**config.mk**
```make
export PLATFORM = sky130hd
export DESIGN_NAME = uart_sample_framer
export DESIGN_NICKNAME = d
export VERILOG_FILES = /design/src/rtl/dsp_uart_pkg.sv /design/src/rtl/sample_fifo.sv /design/src/rtl/uart_sample_framer.sv
export SDC_FILE = /design/constraint.sdc
export NUM_CORES = 1
export LEC_CHECK = 0
export ABC_AREA = 1
export CAP_MARGIN = 5
export CORE_UTILIZATION = 55
export DETAILED_ROUTE_END_ITERATION = 6
export DONT_BUFFER_PORTS = 1
export GPL_TIMING_DRIVEN = 0
export PLACE_DENSITY = 0.75
export SLEW_MARGIN = 10
export SYNTH_ARGS = -nofsm -noshare
export SYNTH_HDL_FRONTEND = slang
export SYNTH_SLANG_ARGS = --single-unit
```
**constraint.sdc**
```tcl
create_clock -name clockIN -period 3.4 [get_ports clockIN]
set_input_delay 0.51 -clock clockIN [delete_from_list [all_inputs] [get_ports clockIN]]
set_output_delay 0.51 -clock clockIN [all_outputs]
set_load 0.01 [all_outputs]
```
**src/rtl/dsp_uart_pkg.sv**
```systemverilog
// Shared definitions for the sample-to-UART framing path: frame geometry,
// default sync byte, framer state encoding and the frame checksum.
package dsp_uart_pkg;

   localparam int FRAME_LEN = 6;
   localparam logic [7:0] DEFAULT_SYNC_BYTE = 8'hA5;

   typedef enum logic [1:0] {
      ST_IDLE       = 2'd0,
      ST_LOAD       = 2'd1,
      ST_WAIT_ACK   = 2'd2,
      ST_WAIT_READY = 2'd3
   } framer_state_t;

   function automatic logic [7:0] frameChecksum(input logic [7:0] b1,
                                                input logic [7:0] b2,
                                                input logic [7:0] b3,
                                                input logic [7:0] b4);
      return b1 ^ b2 ^ b3 ^ b4;
   endfunction

endpackage

```
**src/rtl/sample_fifo.sv**
```systemverilog
// Synchronous FIFO with a first-word-fall-through head. A push into a full
// FIFO is accepted only when a pop happens in the same cycle.
module sample_fifo #(
   parameter int unsigned ADDR_WIDTH = 3,
   parameter int unsigned DATA_WIDTH = 32
) (
   input  logic                  clk_i,
   input  logic                  rst_ni,
   input  logic                  push_i,
   input  logic                  pop_i,
   input  logic [DATA_WIDTH-1:0] data_i,
   output logic [DATA_WIDTH-1:0] head_o,
   output logic                  full_o,
   output logic                  empty_o,
   output logic [ADDR_WIDTH:0]   count_o
);

   localparam int unsigned DEPTH = 2 ** ADDR_WIDTH;

   logic [DATA_WIDTH-1:0] mem_q [DEPTH];
   logic [ADDR_WIDTH-1:0] wrPtr_q, wrPtr_d, rdPtr_q, rdPtr_d;
   logic [ADDR_WIDTH:0]   count_q, count_d;
   logic                  doPush, doPop;

   assign full_o  = (count_q == (ADDR_WIDTH + 1)'(DEPTH));
   assign empty_o = (count_q == '0);
   assign doPop   = pop_i && !empty_o;
   assign doPush  = push_i && (!full_o || doPop);
   assign head_o  = mem_q[rdPtr_q];
   assign count_o = count_q;

   always_comb begin
      wrPtr_d = wrPtr_q;
      rdPtr_d = rdPtr_q;
      count_d = count_q;
      if (doPush) wrPtr_d = wrPtr_q + ADDR_WIDTH'(1);
      if (doPop)  rdPtr_d = rdPtr_q + ADDR_WIDTH'(1);
      case ({doPush, doPop})
         2'b10:   count_d = count_q + (ADDR_WIDTH + 1)'(1);
         2'b01:   count_d = count_q - (ADDR_WIDTH + 1)'(1);
         default: count_d = count_q;
      endcase
   end

   always_ff @(posedge clk_i or negedge rst_ni) begin
      if (!rst_ni) begin
         wrPtr_q <= '0;
         rdPtr_q <= '0;
         count_q <= '0;
      end else begin
         wrPtr_q <= wrPtr_d;
         rdPtr_q <= rdPtr_d;
         count_q <= count_d;
      end
   end

   // Storage carries no reset; only the pointers define what is valid.
   always_ff @(posedge clk_i) begin
      if (doPush) mem_q[wrPtr_q] <= data_i;
   end

endmodule

```
**src/rtl/uart_sample_framer.sv**
```systemverilog
// Packs stereo sample pairs into 6-byte sync/checksum frames and feeds them
// one byte at a time to a UART transmitter through a load/ready handshake.
module uart_sample_framer
   import dsp_uart_pkg::*;
#(
   parameter int unsigned FIFO_ADDR_WIDTH = 3,
   parameter logic [7:0]  SYNC_BYTE       = DEFAULT_SYNC_BYTE
) (
   input  logic                     clockIN,
   input  logic                     nResetIN,
   input  logic [15:0]              sampleLeftIN,
   input  logic [15:0]              sampleRightIN,
   input  logic                     sampleValidIN,
   output logic [7:0]               txDataOUT,
   output logic                     txLoadOUT,
   input  logic                     txReadyIN,
   output logic [FIFO_ADDR_WIDTH:0] fifoCountOUT,
   output logic                     overflowOUT,
   output logic [7:0]               dropCountOUT,
   output logic                     busyOUT
);

   localparam logic [2:0] LAST_INDEX = 3'(FRAME_LEN - 1);

   framer_state_t state_q, state_d;
   logic [2:0]    index_q, index_d;
   logic [31:0]   frame_q, frame_d;
   logic [7:0]    txData_q, txData_d;
   logic          txLoad_q, txLoad_d;
   logic          busy_q, busy_d;
   logic          overflow_q, overflow_d;
   logic [7:0]    dropCount_q, dropCount_d;

   logic [31:0]   fifoHead;
   logic          fifoFull, fifoEmpty, pop, drop;

   function automatic logic [7:0] frameByte(input logic [31:0] frame, input logic [2:0] idx);
      logic [7:0] b;
      case (idx)
         3'd0:    b = SYNC_BYTE;
         3'd1:    b = frame[31:24];
         3'd2:    b = frame[23:16];
         3'd3:    b = frame[15:8];
         3'd4:    b = frame[7:0];
         3'd5:    b = frameChecksum(frame[31:24], frame[23:16], frame[15:8], frame[7:0]);
         default: b = 8'h00;
      endcase
      return b;
   endfunction

   assign pop  = (state_q == ST_IDLE) && !fifoEmpty && txReadyIN;
   assign drop = sampleValidIN && fifoFull && !pop;

   sample_fifo #(
      .ADDR_WIDTH(FIFO_ADDR_WIDTH),
      .DATA_WIDTH(32)
   ) u_fifo (
      .clk_i  (clockIN),
      .rst_ni (nResetIN),
      .push_i (sampleValidIN),
      .pop_i  (pop),
      .data_i ({sampleLeftIN, sampleRightIN}),
      .head_o (fifoHead),
      .full_o (fifoFull),
      .empty_o(fifoEmpty),
      .count_o(fifoCountOUT)
   );

   // Outputs are computed from the next state so they land in registers
   // together with the state they belong to.
   always_comb begin
      state_d  = state_q;
      index_d  = index_q;
      frame_d  = frame_q;
      txData_d = txData_q;
      txLoad_d = txLoad_q;
      case (state_q)
         ST_IDLE: begin
            txLoad_d = 1'b0;
            if (pop) begin
               frame_d  = fifoHead;
               index_d  = 3'd0;
               txData_d = frameByte(fifoHead, 3'd0);
               txLoad_d = 1'b1;
               state_d  = ST_LOAD;
            end
         end
         ST_LOAD: begin
            txLoad_d = 1'b1;
            state_d  = ST_WAIT_ACK;
         end
         ST_WAIT_ACK: begin
            if (!txReadyIN) begin
               txLoad_d = 1'b0;
               state_d  = ST_WAIT_READY;
            end
         end
         ST_WAIT_READY: begin
            if (txReadyIN) begin
               if (index_q == LAST_INDEX) begin
                  state_d = ST_IDLE;
               end else begin
                  index_d  = index_q + 3'd1;
                  txData_d = frameByte(frame_q, index_q + 3'd1);
                  txLoad_d = 1'b1;
                  state_d  = ST_LOAD;
               end
            end
         end
         default: state_d = ST_IDLE;
      endcase
      busy_d = (state_d != ST_IDLE);
   end

   always_comb begin
      overflow_d  = overflow_q | drop;
      dropCount_d = dropCount_q;
      if (drop && (dropCount_q != 8'hFF)) dropCount_d = dropCount_q + 8'd1;
   end

   always_ff @(posedge clockIN or negedge nResetIN) begin
      if (!nResetIN) begin
         state_q     <= ST_IDLE;
         index_q     <= 3'd0;
         frame_q     <= 32'h0;
         txData_q    <= 8'h00;
         txLoad_q    <= 1'b0;
         busy_q      <= 1'b0;
         overflow_q  <= 1'b0;
         dropCount_q <= 8'h00;
      end else begin
         state_q     <= state_d;
         index_q     <= index_d;
         frame_q     <= frame_d;
         txData_q    <= txData_d;
         txLoad_q    <= txLoad_d;
         busy_q      <= busy_d;
         overflow_q  <= overflow_d;
         dropCount_q <= dropCount_d;
      end
   end

   assign txDataOUT    = txData_q;
   assign txLoadOUT    = txLoad_q;
   assign busyOUT      = busy_q;
   assign overflowOUT  = overflow_q;
   assign dropCountOUT = dropCount_q;

endmodule

```
==> results.md, run 1 <==
* Status: finished clean
* Die width at about 160 um
* Power per cell area at 885 mW/mm^2
* ANT cells at 0
* Reg area at slightly above 0.009 mm^2
* Post-synthesis cell type count at 39
* Clk slew on worst S/H paths at about 0.06 ns
* Core Area at around 0.025 mm^2
* RSZ-0062 raised after global routing: false
* Clock Sinks at 322
* Worst-Margin Slew at approximately 0.77 ns
* Crit end category: flop
* Max transition margin at 0.484
* Simple-gate share of the synthesized area at 0.139
* FF+latch count, synth at 322
* Largest net degree at the start of global routing at 67
* # rows at between 50 and 60
* Post-Layout Cell Count at 1,576
* Synth Area in XOR/XNOR at 0.0220
* Vias in the first global route at 9,035
* CTS Buffer Depth at 3
* Post_cts resized at 0
* Cell count after synthesis at about 1,200
* Bufs and invs on worst path at 3
* Final Max Tran Viols at 0
* Dpl cells at 1,514
* Cell accounting for the most synthesized area: edfxtp_1
* Placed cell areas at about 0.015 mm^2
* Initial Util at 0.567
* CTS H-Tree Depth at 2
* Cell family with the largest share of critical-path delay: buffers and inverters
* Internal at 8.59 mW
* Layout cells sized above 1 at 0.146
* Sequential cell area fraction in the yosys report at 0.671
* Clk network pwr share at 0.249
* Sequential Power Share at 0.403
* CP required at approximately 3.8 ns
* Initial drt markers at ~1,000
* Detailed Place HPWL at 21.4 mm
* Total die area at 0.0259 mm^2
* Synth Warn # at 0
* Max_cap viols at 0
* Share of Yosys cell area claimed by the top area cell type at 0.552
* Initial antenna violation count at 0
* Final setup fails at 0
* Mux cell area share after synthesis at 0
* Largest family of logic cells by synthesized area: simple AND/OR/NAND/NOR gates
* Mapped Area at 0.0139 mm^2
* Final worst clock skew at between 0.02 and 0.025 ns
* Final RePlAce weighted congestion at 0.897
* Critical path class: reg -> reg
* Minimum clock period at 2.52 ns
* Max Fclk at 0.398 GHz
* Clk_lat worst skew at 0.52 ns
* Gate power share at 0.348
* Total nets after synthesis at 1,230
* GR Util met1 at 0.342
* Hold Crit Class: in -> reg
* Area taken by multi-input logic gates at 0.00396 mm^2
* Worst path max stage delay at 0.47 ns
* DR DRC count at 0
* I/O Pins at between 50 and 60
* DRT antenna net count at 0
* Vias per inst at roughly 5.8
* Syn_area_per_cell at 11.8 um^2
* Avg WL per Cell at approximately 21 um
* Switching Fraction at 0.379
* Area delta synth->final at 12.4%
* Peak VDD IR at between 0.0005 and 0.0006 V
* Final hold vios at 0
* Inserted Clock Buffers at 34
* Die height at 161 um
* P_leak at approximately 5.9 nW
* Final WL at 33.0 mm
* CTS Root Cell: clkbuf_16
* CP Max Fanout at 11
* Compound-Gate Fraction of Synth Area at 0.109
* Post-Synth Adder-Cell Area at 0.0108
* Post-Layout Inst Area at 0.0156 mm^2
* Hold Buf Count CTS at 2
* M2 GR Usage at 0.426
* CTS tree: done
* # port buffers at 0
* DRT Pass-1 Iters at 6
* CP arrival at 2.96 ns
* Worst setup SP type: flop
* GR Overflow Total at 0
* Synth top area cells: edfxtp_1 55%, dfrtp_1 12%, nand2_1 5.1%, o21ai_0 4.9%, nor2_1 3.3%
* P_sw at 5.25 mW
* Fillers at 1,829
* Global-route usage over all layers at 0.258
* Grt peak-use layer: met2
* Nets at 1,276
* Worst path cell trace: clkinv_1 -> nand2_1 -> o21ai_2 -> inv_2 -> buf_2 -> ha_1 -> xor2_1 -> ha_1 -> a21oi_1 -> xor2_1 -> o21ai_0
* Met3 Use GR at 0.0452
* Post-CTS Setup Bufs at 0
* First-pass GRT wire length at ~50 mm
* Fin crit share at 0.740
* Routed vias at a little over 9,000
* Worst path slowest cell: dfrtp_1
through the flow:
| stage | hold slack (ns) | utilization | worst slack, ns | power (mW) | setup TNS (ns) |
|---|---|---|---|---|---|
| floorplan | 0.214 | - | 0.438 | 8.86 | 0 |
| global placement | 0.216 | 0.584 | -0.967 | 10.1 | -219.98 |
| detailed placement | 0.216 | 0.594 | 0.908 | 10.4 | 0 |
| CTS | 0.0623 | 0.638 | 0.883 | 13.9 | 0 |
| global route | 0.0652 | 0.638 | 0.668 | 14.5 | 0 |
| finish | 0.0775 | 0.638 | 0.884 | 13.8 | 0 |
cells in the final DEF (no fill, tap or decap), drive strengths merged, types with 50 or more instances in the layout:
cell type	Yosys	final
edfxtp	256	256
clkbuf	22	63
inv	71	71
nor2	153	153
dfrtp	66	66
o21ai	136	136
nand2	192	192
o211ai	65	65
buf	41	50
nand3	77	77
worst paths after layout:
| path | end | slack (ns) | from | cells after the start |
|---|---|---|---|---|
| max in group asynchronous | frame_q[3] | 2.58 | nResetIN | 2 |
| setup reg to reg | u_fifo.count_o[2] | 0.88 | u_fifo.count_o[1] | 11 |
| hold / removal | u_fifo.mem_q[6][10] | 0.08 | sampleRightIN[10] | 0 |
| min in group asynchronous | index_q[0] | 0.56 | nResetIN | 2 |
| setup / recovery | u_fifo.count_o[2] | 0.88 | u_fifo.count_o[1] | 11 |
| hold reg to reg | frame_q[6] | 0.54 | frame_q[6] | 2 |
cells by family after synthesis:
family,after synthesis
buf+inv,135
simple gates,440
compound gates,238
fa+ha+maj,12
flops,322
xor+xnor,35
routing by layer:
layer,vias up,routed length (um)
met5,-,0
met4,0,955
met3,82,2530
met2,419,16200
met1,4416,13300
li1,4229,-
synth_stat cells, drive strengths merged:
| cell type | number |
|---|---|
| edfxtp | 256 |
| nand2 | 192 |
| nor2 | 153 |
| o21ai | 136 |
| nand3 | 77 |
| inv | 71 |
| dfrtp | 66 |
| o211ai | 65 |
| buf | 41 |
| a21oi | 35 |
| clkbuf | 22 |
| xnor2 | 20 |
| xor2 | 15 |
| ha | 12 |
| nand4 | 10 |
| or2 | 5 |
| nor3 | 3 |
| a32oi | 1 |
| clkinv | 1 |
| o22ai | 1 |
sequential cells by signal, summed over array words and instances (netlist names):
name / flops
dropCountOUT: 8
index_q: 3
txDataOUT: 8
u_fifo.rdPtr_q: 3
state_q: 2
u_fifo.wrPtr_q: 3
txLoadOUT: 1
u_fifo.mem_q: 256
frame_q: 32
u_fifo.count_o: 4
busyOUT: 1
overflowOUT: 1
power groups by stage:
stage,clock (mW),sequential [mW],combinational [mW]
after floorplan,0,5.52,3.34
after global placement,0,5.67,4.47
after detailed placement,0,5.65,4.74
after CTS,3.47,5.58,4.80
after global routing,3.62,5.65,5.26
final,3.45,5.58,4.82
cell type report:
class / count / share of cell area
Buffer: 63 / 0.0252
Clock buffer: 41 / 0.0561
Clock inverter: 19 / 0.0102
Inverter: 72 / 0.0178
Multi-Input combinational cell: 725 / 0.253
Sequential cell: 322 / 0.597
Tap cell: 324 / 0.0259
Timing Repair Buffer: 10 / 0.0146
No activity file was read; power rests on OpenSTA's default activity.
==> inputs of run 2 (changes only) <==
clock period = 2.4 ns   (was 3.4 ns; I/O delays follow)
==> results.md, run 2 (synthesized netlist as in run 1, its figures left out) <==
* Routed vias at 9,465 (+3.5%)
* Hold Crit Class: in -> reg
* Dpl cells at 1,514 (unchanged)
* Power per cell area at 1250 mW/mm^2 (+41%)
* Layout cells sized above 1 at 0.157 (+0.0109)
* CP Max Fanout at 11 (unchanged)
* Final hold vios at 0 (unchanged)
* Clk slew on worst S/H paths at 0.06 ns (about the same)
* Final hold slack at 0.0138 ns (-0.0638 ns)
* Max Fclk at 0.437 GHz (+10%)
* Worst-Margin Slew at 0.896 ns (+0.122 ns)
* Status: finished clean
* GR Overflow Total at 0 (unchanged)
* P_leak at 6.16 nW (+4.4%)
* Final setup fails at 0 (unchanged)
* Internal at 12.6 mW (+47%)
* CTS Root Cell: clkbuf_16
* Bufs and invs on worst path at 3 (unchanged)
* P_sw at 7.68 mW (+46%)
* Sequential Power Share at 0.391 (-0.012)
* # port buffers at 0 (unchanged)
* Worst path cell trace: inv_1 -> nand2_1 -> o21ai_4 -> inv_4 -> buf_6 -> ha_1 -> xor2_2 -> ha_1 -> a21oi_1 -> xor2_1 -> o21ai_0
* Minimum clock period at 2.29 ns (-0.230 ns)
* Die width at 161 um (unchanged)
* Fin crit share at 0.952 (+0.213)
* ANT cells at 0 (unchanged)
* Total die area at 0.0259 mm^2 (unchanged)
* Critical path class: reg -> reg
* Final RePlAce weighted congestion at 0.887 (-1.2%)
* CTS Buffer Depth at 3 (unchanged)
* Initial antenna violation count at 1 (+1)
* DRT Pass-1 Iters at 5 (-1)
* Vias per inst at 5.83 (+0.49%)
* CP arrival at 2.67 ns (-0.29 ns)
* Clk_lat worst skew at 0.52 ns (about the same)
* Top flop regs: u_fifo.mem_q: 256 flops, frame_q: 32 flops
* Global-route usage over all layers at 0.271 (+0.0124)
* Cell family with the largest share of critical-path delay: flip-flops
* Max transition margin at 0.403 (-0.0811)
* Final Max Tran Viols at 0 (unchanged)
* CTS tree: done
* Core Area at 0.0245 mm^2 (unchanged)
* Worst setup SP type: flop
* Nets at 1,321 (+3.5%)
* Setup TNS at 0 ns (unchanged)
* Cell mode on critical path: ha_1
* Max_cap viols at 0 (unchanged)
* Largest net degree at the start of global routing at 67 (unchanged)
* Final worst clock skew at 0.0252 ns (+0.00406 ns)
* Peak VDD IR at 0.000676 V (+20%)
* Detailed Place HPWL at 21.7 mm (+1.6%)
* Die height at 161 um (unchanged)
* DRT antenna net count at 0 (unchanged)
* Inserted Clock Buffers at 35 (+2.9%)
* Clk network pwr share at 0.255 (+0.006)
* Post-Layout Cell Count at 1,623 (+3.0%)
* Final WL at 34.7 mm (+5.0%)
* Worst path max stage delay at 0.45 ns (-0.02 ns)
* Area delta synth->final at 16.8%
* First-pass GRT wire length at 52.7 mm (+4.6%)
* Commonest non-fill, non-tap cells in the layout: 256 x edfxtp_1, 187 x nand2_1, 135 x o21ai_0
* Crit end category: flop
* Avg WL per Cell at 21.4 um (+2.0%)
* DR DRC count at 0 (unchanged)
* Biggest register: u_fifo.mem_q
* Gate power share at 0.354 (+0.006)
* Clock Sinks at 322 (unchanged)
* Pre-CTS WS at -0.193 ns (-1.10 ns)
* Worst path slowest cell: dfrtp_1
* Max FFs per register at 256 (unchanged)
* Final setup margin at 0.114 ns (-0.770 ns)
* # rows at 57 (unchanged)
* Switching Fraction at 0.379 (-0.000837)
* Initial drt markers at 1,194 (+19%)
* Most common cell after layout, fill and taps aside: edfxtp_1
* CTS H-Tree Depth at 2 (unchanged)
* Initial Util at 0.567 (unchanged)
* Vias in the first global route at 9,256 (+2.4%)
* I/O Pins at 59 (unchanged)
* CP required at 2.79 ns (-1.05 ns)
## run 2: cell count changes in the layout (fill, tap and decap cells not counted), moves of 2 or more
| cell | before | now |
|---|---|---|
| buf_12 | 8 | 16 |
| buf_4 | 1 | 5 |
| clkbuf_1 | 29 | 27 |
| clkbuf_16 | 34 | 37 |
| clkinv_2 | 9 | 11 |
| clkinv_8 | 2 | 0 |
| dfrtp_1 | 66 | 64 |
| dfrtp_2 | 0 | 2 |
| dlygate4sd3_1 | 1 | 33 |
## run 2: power groups by stage
stage / logic (mW) / registers [mW] / clock network (mW)
final: 7.18 / 7.93 / 5.17
after global routing: 7.90 / 8.02 / 5.40
after CTS: 7.03 / 7.91 / 5.19
after detailed placement: 6.76 / 8.02 / 0
after global placement: 6.35 / 8.02 / 0
after floorplan: 4.75 / 7.81 / 0
## run 2: path summary, 6_finish.rpt
kind	slack (ns)	depth (start not counted)	endpoint	from
worst max-delay path	0.11	11	u_fifo.count_o[2]	u_fifo.count_o[2]
worst min-delay path	0.01	2	txLoadOUT	txReadyIN
worst max register to register	0.11	11	u_fifo.count_o[2]	u_fifo.count_o[2]
worst min register to register	0.54	2	frame_q[11]	frame_q[11]
max in group asynchronous	1.70	2	u_fifo.count_o[1]	nResetIN
min in group asynchronous	0.42	2	txDataOUT[4]	nResetIN
## run 2: routing by layer
metal / global-route usage / part of all wire / vias up / wire, um
met4: 0.0961 / 0.027 / 2 / 953
li1: - / - / 4319 / -
met3: 0.0488 / 0.096 / 83 / 3330
met2: 0.444 / 0.48 / 537 / 16800
met5: 0 / 0.00037 / - / 13
met1: 0.366 / 0.39 / 4524 / 13600
## run 2: layout make-up
| type | count | area, um^2 |
|---|---|---|
| clock buffer | 42 | 945 |
| fill | 1775 | 8290 |
| sequential | 322 | 9340 |
| multi-input combinational | 725 | 3980 |
| clock inverter | 21 | 154 |
| tap | 324 | 405 |
| buffer | 63 | 400 |
| inverter | 72 | 280 |
| timing repair buffer | 54 | 738 |
## run 2: worst reg2reg max path, delay by kind of cell, from the launching register on
| family | cells | cell delay (ns) |
|---|---|---|
| DFF | 1 | 0.45 |
| buffers and inverters | 3 | 0.42 |
| and+or+nand+nor | 1 | 0.10 |
| adders and majority gates | 2 | 0.45 |
| AOI/OAI and AO/OA | 3 | 0.42 |
| xor gates and xnor gates | 2 | 0.32 |
## run 2: repair_timing
item	CTS	global route
hold endpoints to repair	322	0
setup buffers	8	4
hold buffers	34	0
endpoints found under the setup margin	103	82
resized for setup	1	7
pin swaps	5	3
## run 2: metrics by stage
step	util	power (mW)	instance area, um^2
final	0.662	20.3	16200
after global routing	0.662	21.3	16200
after CTS	0.658	20.1	16200
after detailed placement	0.594	14.8	14600
after global placement	0.584	14.4	14300
after floorplan	-	12.6	13900
